## config.mk

```make
export PLATFORM = sky130hd
export DESIGN_NAME = spi_slave_mode
export DESIGN_NICKNAME = d
export VERILOG_FILES = /design/src/rtl/spi_slave_mode.sv
export SDC_FILE = /design/constraint.sdc
export NUM_CORES = 1
export LEC_CHECK = 0
export CORE_UTILIZATION = 52
export CTS_CLUSTER_DIAMETER = 150
export CTS_CLUSTER_SIZE = 16
export DETAILED_ROUTE_END_ITERATION = 10
export PLACE_DENSITY = 0.88
export SYNTH_ARGS = -nofsm -noshare
export SYNTH_HDL_FRONTEND = slang
export SYNTH_SLANG_ARGS = --single-unit
```

## constraint.sdc

```tcl
create_clock -name clk -period 2.11 [get_ports clk]
set_input_delay 0.5275 -clock clk [delete_from_list [all_inputs] [get_ports clk]]
set_output_delay 0.5275 -clock clk [all_outputs]
set_load 0.01 [all_outputs]
```

## src/rtl/spi_slave_mode.sv

```systemverilog
// SPI slave with configurable width, CPOL/CPHA and bit order, synchronised into clk.
// Provides ready/valid TX and RX handshakes with overrun/underrun pulses.
module spi_slave_mode #(
    parameter int   WIDTH       = 8,
    parameter logic CPOL        = 1'b0,
    parameter logic CPHA        = 1'b0,
    parameter logic MSB_FIRST   = 1'b1,
    parameter int   SYNC_STAGES = 2
) (
    input  logic             clk,
    input  logic             rst,
    input  logic             spi_clk,
    input  logic             spi_cs_n,
    input  logic             mosi,
    input  logic [WIDTH-1:0] tx_data,
    input  logic             tx_valid,
    output logic             tx_ready,
    output logic             miso,
    output logic             miso_oe,
    output logic             busy,
    output logic [WIDTH-1:0] rx_data,
    output logic             rx_valid,
    input  logic             rx_ready,
    output logic             overrun,
    output logic             underrun
);
    localparam int         CW        = $clog2(WIDTH);
    localparam logic [0:0] ST_IDLE   = 1'b0;
    localparam logic [0:0] ST_ACTIVE = 1'b1;

    logic [SYNC_STAGES-1:0] r_sclk_sync, r_cs_sync, r_mosi_sync, r_fill;
    logic                   r_armed, r_need_load;
    logic [0:0]             r_state;
    logic [CW-1:0]          r_count;
    logic [WIDTH-1:0]       r_tx_shift, r_rx_shift, r_hold, r_rx_data;
    logic                   r_tx_ready, r_miso, r_oe, r_busy, r_rx_valid, r_overrun, r_underrun;

    logic             w_rise, w_fall, w_lead, w_trail, w_sample, w_shift;
    logic             w_cs_n, w_mosi, w_start, w_stop, w_samp, w_shft;
    logic             w_reload, w_hold_bit, w_copy, w_word_done, w_accept, w_out_next;
    logic [WIDTH-1:0] w_load_val, w_tx_shifted, w_rx_next, w_tx_next;

    // Input synchronisers; r_fill marks when the CS chain holds real pin samples.
    always_ff @(posedge clk or posedge rst) begin
        if (rst) begin
            r_sclk_sync <= {SYNC_STAGES{CPOL}};
            r_cs_sync   <= {SYNC_STAGES{1'b1}};
            r_mosi_sync <= {SYNC_STAGES{1'b0}};
            r_fill      <= {SYNC_STAGES{1'b0}};
        end else begin
            r_sclk_sync <= {r_sclk_sync[SYNC_STAGES-2:0], spi_clk};
            r_cs_sync   <= {r_cs_sync[SYNC_STAGES-2:0], spi_cs_n};
            r_mosi_sync <= {r_mosi_sync[SYNC_STAGES-2:0], mosi};
            r_fill      <= {r_fill[SYNC_STAGES-2:0], 1'b1};
        end
    end

    assign w_rise   = r_sclk_sync[SYNC_STAGES-2] & ~r_sclk_sync[SYNC_STAGES-1];
    assign w_fall   = ~r_sclk_sync[SYNC_STAGES-2] & r_sclk_sync[SYNC_STAGES-1];
    assign w_lead   = CPOL ? w_fall : w_rise;
    assign w_trail  = CPOL ? w_rise : w_fall;
    assign w_sample = CPHA ? w_trail : w_lead;
    assign w_shift  = CPHA ? w_lead : w_trail;
    assign w_cs_n   = r_cs_sync[SYNC_STAGES-1];
    assign w_mosi   = r_mosi_sync[SYNC_STAGES-1];

    // A frame may only start once CS has genuinely been seen high since reset.
    assign w_start     = (r_state == ST_IDLE) && r_armed && !w_cs_n;
    assign w_stop      = (r_state == ST_ACTIVE) && w_cs_n;
    assign w_samp      = (r_state == ST_ACTIVE) && !w_cs_n && w_sample;
    assign w_shft      = (r_state == ST_ACTIVE) && !w_cs_n && w_shift;
    assign w_reload    = w_shft && r_need_load;
    assign w_hold_bit  = w_shft && !r_need_load && CPHA && (r_count == {CW{1'b0}});
    assign w_copy      = w_start || w_reload;
    assign w_load_val  = r_tx_ready ? {WIDTH{1'b0}} : r_hold;
    assign w_word_done = w_samp && (r_count == CW'(WIDTH - 1));
    assign w_accept    = r_rx_valid && rx_ready;

    assign w_tx_shifted = MSB_FIRST ? {r_tx_shift[WIDTH-2:0], 1'b0} : {1'b0, r_tx_shift[WIDTH-1:1]};
    assign w_rx_next    = MSB_FIRST ? {r_rx_shift[WIDTH-2:0], w_mosi} : {w_mosi, r_rx_shift[WIDTH-1:1]};

    // Next TX shift register contents: reload, shift, or hold.
    always_comb begin
        w_tx_next = r_tx_shift;
        if (w_copy) begin
            w_tx_next = w_load_val;
        end else if (w_shft && !w_hold_bit) begin
            w_tx_next = w_tx_shifted;
        end else begin
            w_tx_next = r_tx_shift;
        end
    end

    assign w_out_next = MSB_FIRST ? w_tx_next[WIDTH-1] : w_tx_next[0];

    // TX holding register; a same-cycle copy takes the old contents first.
    always_ff @(posedge clk or posedge rst) begin
        if (rst) begin
            r_hold     <= {WIDTH{1'b0}};
            r_tx_ready <= 1'b1;
        end else if (tx_valid && r_tx_ready) begin
            r_hold     <= tx_data;
            r_tx_ready <= 1'b0;
        end else if (w_copy) begin
            r_tx_ready <= 1'b1;
        end
    end

    // Frame FSM, bit counter and shift registers.
    always_ff @(posedge clk or posedge rst) begin
        if (rst) begin
            r_state     <= ST_IDLE;
            r_armed     <= 1'b0;
            r_count     <= {CW{1'b0}};
            r_need_load <= 1'b0;
            r_tx_shift  <= {WIDTH{1'b0}};
            r_rx_shift  <= {WIDTH{1'b0}};
            r_busy      <= 1'b0;
            r_oe        <= 1'b0;
            r_miso      <= 1'b0;
        end else begin
            r_armed    <= r_armed | (r_fill[SYNC_STAGES-1] & w_cs_n);
            r_tx_shift <= w_tx_next;
            if (w_start) begin
                r_state     <= ST_ACTIVE;
                r_busy      <= 1'b1;
                r_oe        <= 1'b1;
                r_count     <= {CW{1'b0}};
                r_need_load <= 1'b0;
                r_rx_shift  <= {WIDTH{1'b0}};
                r_miso      <= w_out_next;
            end else if (w_stop) begin
                r_state     <= ST_IDLE;
                r_busy      <= 1'b0;
                r_oe        <= 1'b0;
                r_count     <= {CW{1'b0}};
                r_need_load <= 1'b0;
                r_miso      <= 1'b0;
            end else begin
                if (w_samp) begin
                    r_rx_shift <= w_rx_next;
                    r_count    <= w_word_done ? {CW{1'b0}} : r_count + CW'(1);
                    if (w_word_done) begin
                        r_need_load <= 1'b1;
                    end
                end
                if (w_shft) begin
                    r_miso <= w_out_next;
                    if (w_reload) begin
                        r_need_load <= 1'b0;
                    end
                end
            end
        end
    end

    // RX output word, handshake and status pulses.
    always_ff @(posedge clk or posedge rst) begin
        if (rst) begin
            r_rx_data  <= {WIDTH{1'b0}};
            r_rx_valid <= 1'b0;
            r_overrun  <= 1'b0;
            r_underrun <= 1'b0;
        end else begin
            r_overrun  <= w_word_done && r_rx_valid && !w_accept;
            r_underrun <= w_copy && r_tx_ready;
            if (w_word_done && (!r_rx_valid || w_accept)) begin
                r_rx_data  <= w_rx_next;
                r_rx_valid <= 1'b1;
            end else if (w_accept) begin
                r_rx_valid <= 1'b0;
            end
        end
    end

    assign tx_ready = r_tx_ready;
    assign miso     = r_miso;
    assign miso_oe  = r_oe;
    assign busy     = r_busy;
    assign rx_data  = r_rx_data;
    assign rx_valid = r_rx_valid;
    assign overrun  = r_overrun;
    assign underrun = r_underrun;
endmodule

```

## Yosys cells after proc, flatten, opt, wreduce, memory -nomap -nowiden

Index checks and enable logic that the tools add are counted.

- Input port bits: 15
- Output and inout port bits: 15
- Register bits: 50
- Word-level logic and storage cells: 80

- Bitwise logic cells: 7
- Muxes and demuxes: 25
- Reductions and logical operators: 27
- $add $sub $neg: 1
- Equality and inequality tests: 2

Operators by type and width:

| operator | number |
|---|---|
| 8-bit 2-to-1 mux | 3 |
| 7-bit 2-to-1 mux | 3 |
| 1-bit 2-to-1 mux | 15 |
| 1-bit logical AND | 14 |
| 3-bit 2-to-1 mux | 4 |
| 2-bit nonzero test | 5 |
| 3-bit nonzero test | 2 |
| 3-bit by 1-bit adder with 3-bit output, second input constant | 1 |
| 1-bit AND | 3 |
| 3-bit equality test, second input constant | 1 |
| 1-bit logical NOT | 3 |
| 1-bit NOT | 3 |
| 1-bit logical OR | 2 |
| 2-bit != test, second input constant | 1 |
| 2-bit AND reduction | 1 |
| 1-bit bitwise OR | 1 |

## Depth between registers and ports, before layout

Gate-level depths: netlist of run 1.

- Depth after elaboration: 10
- Depth in mapped cells: 5
- Mapped depth without buffers: 4

## Least setup slack after synthesis of run 1

Ideal clock, no wire load.

- Path type: register -> register
- From: reg busy (netlist name)
- To: reg r_tx_shift[3]
- Stages on the path, launching flop included: 5
- Clock period less this slack: 1.534 ns
- Data required time: 1.984 ns
- Library setup time: 0.126 ns
- Arrival: 1.408 ns
- Path buffers: 0
- Setup slack: 0.576 ns
- Cells stage by stage: dfrtp_1 > nand2b_1 > a21oi_1 > and2b_1 > a221o_1

RTL lines:

| what | line | source |
|---|---|---|
| to (signal assigned) | 116 | `r_tx_shift <= {WIDTH{1'b0}};` |
| to (signal assigned) | 123 | `r_tx_shift <= w_tx_next;` |
| to (decl) | 35 | `logic [WIDTH-1:0] r_tx_shift, r_rx_shift, r_hold, r_rx_data;` |

## Worst setup path after layout of run 1

- From: reg r_tx_ready, in the netlist tx_ready
- To: out tx_ready

RTL lines:

| what | line | source |
|---|---|---|
| from (decl) | 36 | `logic r_tx_ready, r_miso, r_oe, r_busy, r_rx_valid, r_overrun, r_underrun;` |
| from (signal assigned) | 100 | `r_tx_ready <= 1'b1;` |
| from (signal assigned) | 103 | `r_tx_ready <= 1'b0;` |
| from (signal assigned) | 105 | `r_tx_ready <= 1'b1;` |
| to (decl) | 17 | `output logic tx_ready,` |

No word-level cell between the ends.

==> impl_results.md, run 1 <==
* Result of the run: completed
* Clock Tree Buf Depth at 2
* Biggest fanout along the worst timing path at 6
* Commonest cells after routing, fill and taps aside: 47 x sky130_fd_sc_hd__dfrtp_1, 29 x sky130_fd_sc_hd__clkdlybuf4s50_1, 21 x sky130_fd_sc_hd__nand2_1
* Number of buffer cells added on primary ports at 29
* GPL Wtd Cong at 0.790
* Net count of the mapped netlist at 169
* Nets at 203
* Critical Path AT at 1.42 ns
* Destination of the worst register-to-register timing path: r_tx_shift[6]
* Power density normalized to cell area at 832 nW/um2
* Wire length of the first global-routing pass at 5750 um
* Cell at the root of the clock tree: sky130_fd_sc_hd__clkbuf_8
* Share of final-layout standard cells stronger than drive strength 1 at 19.3%
* Number of cell instances on the worst register-to-register path at 4
* Maximum number of pins on one net before global-route repair at 51
* Maximum single-stage delay on the critical path at 0.57 ns
* Final antenna diode count at 0
* Final critical-path share of the clock period at 92.4%
* Area inside the core boundary at 3660 um2
* Flops & latches, synth at 50
* Number of buffers inserted during clock tree synthesis at 5
* Post-layout worst setup margin at 0.161 ns
* Detailed router's first-iteration violation count at 57
* Post-cts resize count at 0
* Crit path kind: flip-flop to output port
* Launch instance of the worst register-to-register path: busy
* Area of the multi-input gates at 679 um2
* Post-Synth XOR/XNOR Area at 0%
* Yosys cell types at 31
* Fin crit period at 1.95 ns
* Post-Syn Area at 1980 um2
* Overall global routing resource usage at 18.9%
* Global route overflow at 0
* Share of synthesized cell area in full adder, half adder and majority cells at 1.26%
* Maxcap violations at 0
* Max Clock Skew at 0.00594 ns
* DIE AREA at 4060 um2
* Syn Area/Cell at 13.0 um2
* Chip Height at 63.8 um
* Sum of negative setup slack at 0 ns
* Min-Delay Startpoint: r_fill[0]
* Detailed placement HPWL at 2380 um
* Static power due to leakage at 1.11 nW
* Total number of vias at 1230
* Simple-Gate Fraction of Synth Area at 13.2%
* Cell Rows at 22
* Post-placement setup slack at 0.292 ns
* Fmax achieved at 513 MHz
* TritonCTS clock tree: done
* Rel. slew slack at 63.3%
* Synth Instances at 152
* Main combinational cell family by area after synthesis: simple AND/OR/NAND/NOR gates
* Type of the most critical hold path: flip-flop to flip-flop
* Clock-pin slew on the worst setup and hold paths at 0.08 ns
* Die extent in x at 63.8 um
* Mux share of post-synthesis cell area at 10.1%
* Sequential cell area in the final layout at 1250 um2
* Ratio of routed vias to standard cells at 5.23
* Commonest non-fill, non-tap cell in the layout: sky130_fd_sc_hd__dfrtp_1
* RSZ-0062 raised after global routing: false
* Worst-margin pin slew at 0.550 ns
* CTS H-tree lvls at 2
* IO Count at 30
* Buf+Inv Stages, Crit Path at 1
* First-pass detailed-route iteration total at 4
* Worst setup EP type: output port
* Hold worst-path end: r_fill[1]
* Compound-Gate Fraction of Synth Area at 9.53%
* Clock sink count at 50
* Antenna violations before repair at 0
* Endpoints failing setup at 0
* Number of buffers added to fix hold violations after cts at 0
* Wire length reported by the detailed router at 3310 um
* Starting utilization of the core area at 54.2%
* Sequential fraction of the synthesis area at 63.3%
* Pins over their slew limit at 0
* Cell with the biggest individual delay on the critical path: sky130_fd_sc_hd__dfstp_2
* Maximum resistive drop on vdd at 0.738 mV
* Startpoint kind of the worst setup timing path: flip-flop
* Final hold violation count at 0
* Ordered cell list for the critical path: clkdlybuf4s50_1
* DRC at 0
* Reg-to-reg slack, setup at 0.38 ns
* Number of global-route vias before repair at 1310
* P&R area growth vs syn at 23.5%
* Cell count of the worst hold path at 0
* Antenna violation net count after detailed routing at 0
* Cell family with the largest share of critical-path delay: flip-flops
* Buffer count from post-CTS setup fixing at 0
* Routed len/inst at 14.1 um
* Number of filler cells placed in the layout at 263
* Required @ worst endpoint at 1.58 ns
* Synthesis Warnings at 0
* Clk Latency, worst-skew pair at 0.30 ns
-- stage by stage --
step                util (%)  cells  instance area, um2  power [mW]  hold slack, ns
floorplan                  -    152                1980        1.30           0.331
global placement        63.8    227                2330        1.37           0.333
detailed placement      63.8    227                2330        1.39           0.335
CTS                     66.9    235                2450        2.05           0.355
global route            66.9    235                2450        2.14           0.361
finish                  66.9    235                2450        2.04           0.354
-- synth_stat cells, drive strengths merged --
cell    count  area share (%)
buf         5             1.7
nand3       1            0.50
mux2i       2             1.0
nor2        4            0.76
nor4b       1             1.2
a21oi      11             3.0
nand3b      2            0.76
nand4b      1            0.44
a211oi      1            0.38
nor2b       3            0.95
a22o        1            0.44
dfstp       3             4.0
or3         1            0.32
inv         4            0.76
nand2      21             4.0
a21o        3             1.1
mux2       16             9.1
o221a       1            0.57
nand2b      3            0.95
dfrtp      47              59
and4bb      1            0.63
and2b       5             1.9
or4b        1            0.50
o21ai       4             1.0
and2        1            0.32
a221o       6             3.0
conb        1            0.19
ha          2             1.3
-- how the worst max path moves through the flow --
stage                         from    endpoint  slack, ns  depth (start not counted)
after floorplan                rst        busy       0.39                          1
after detailed placement  rx_ready  rx_data[6]       0.29                          4
after CTS                     busy     miso_oe       0.15                          1
after global placement    rx_ready  rx_data[1]       0.35                          4
final                     tx_ready    tx_ready       0.16                          1
after global routing          busy        busy       0.09                          1
-- worst register-to-register path, cell delays in order (launching register included) --
cell                       delay [ns]
sky130_fd_sc_hd__dfrtp_1         0.49
sky130_fd_sc_hd__nand2b_1        0.24
sky130_fd_sc_hd__a21oi_2         0.20
sky130_fd_sc_hd__nor2b_1         0.50
sky130_fd_sc_hd__a221o_1         0.26
-- logic make-up (layout without fill, tap and decap cells) --
logic type	after synthesis	after routing
AO/OA/AOI/OAI	27	27
buffers and inverters	9	44
multiplexers	18	18
adder cells (fa/ha/maj)	2	2
other	1	1
AND/OR/NAND/NOR	45	45
flip-flops	50	50
-- final cells by class --
class	instances	share of cell area (%)
flip-flops and latches	50	51.3
multi-input cells	93	27.7
repair buffers	32	13.3
clock buffers	5	2.81
well taps	48	2.45
clock inverters	3	1.84
inverters	4	0.613
-- state kept, by name, summed over array words and instances (netlist names) --
signal       count
r_hold           8
r_tx_shift       8
rx_data          8
r_rx_shift       7
r_count          3
r_cs_sync        2
r_fill           2
r_mosi_sync      2
r_sclk_sync      2
busy             1
miso             1
overrun          1
r_armed          1
r_need_load      1
rx_valid         1
tx_ready         1
underrun         1
-- power breakdown --
part / leakage [nW] / switching (mW) / internal [mW]
registers: 0.637 / 0.0679 / 1.07
logic: 0.418 / 0.0901 / 0.143
clock network: 0.0504 / 0.313 / 0.352
total: 1.11 / 0.471 / 1.57
-- layer usage --
metal	vias up	share of wire [%]	track usage, %
met5	-	0	0
met4	0	1.2	5.11
met3	4	3.6	6.43
met2	22	53	32.8
met1	610	43	22.1
li1	594	-	-
Power figures use the tool's default switching activity.
==> run 2: changes to the inputs <==
Settings changed: HOLD_SLACK_MARGIN set to 0.05, TNS_END_PERCENT set to 50.
==> results of run 2 <==
No change in the layout: final DEF, timing and power equal those of run 1.
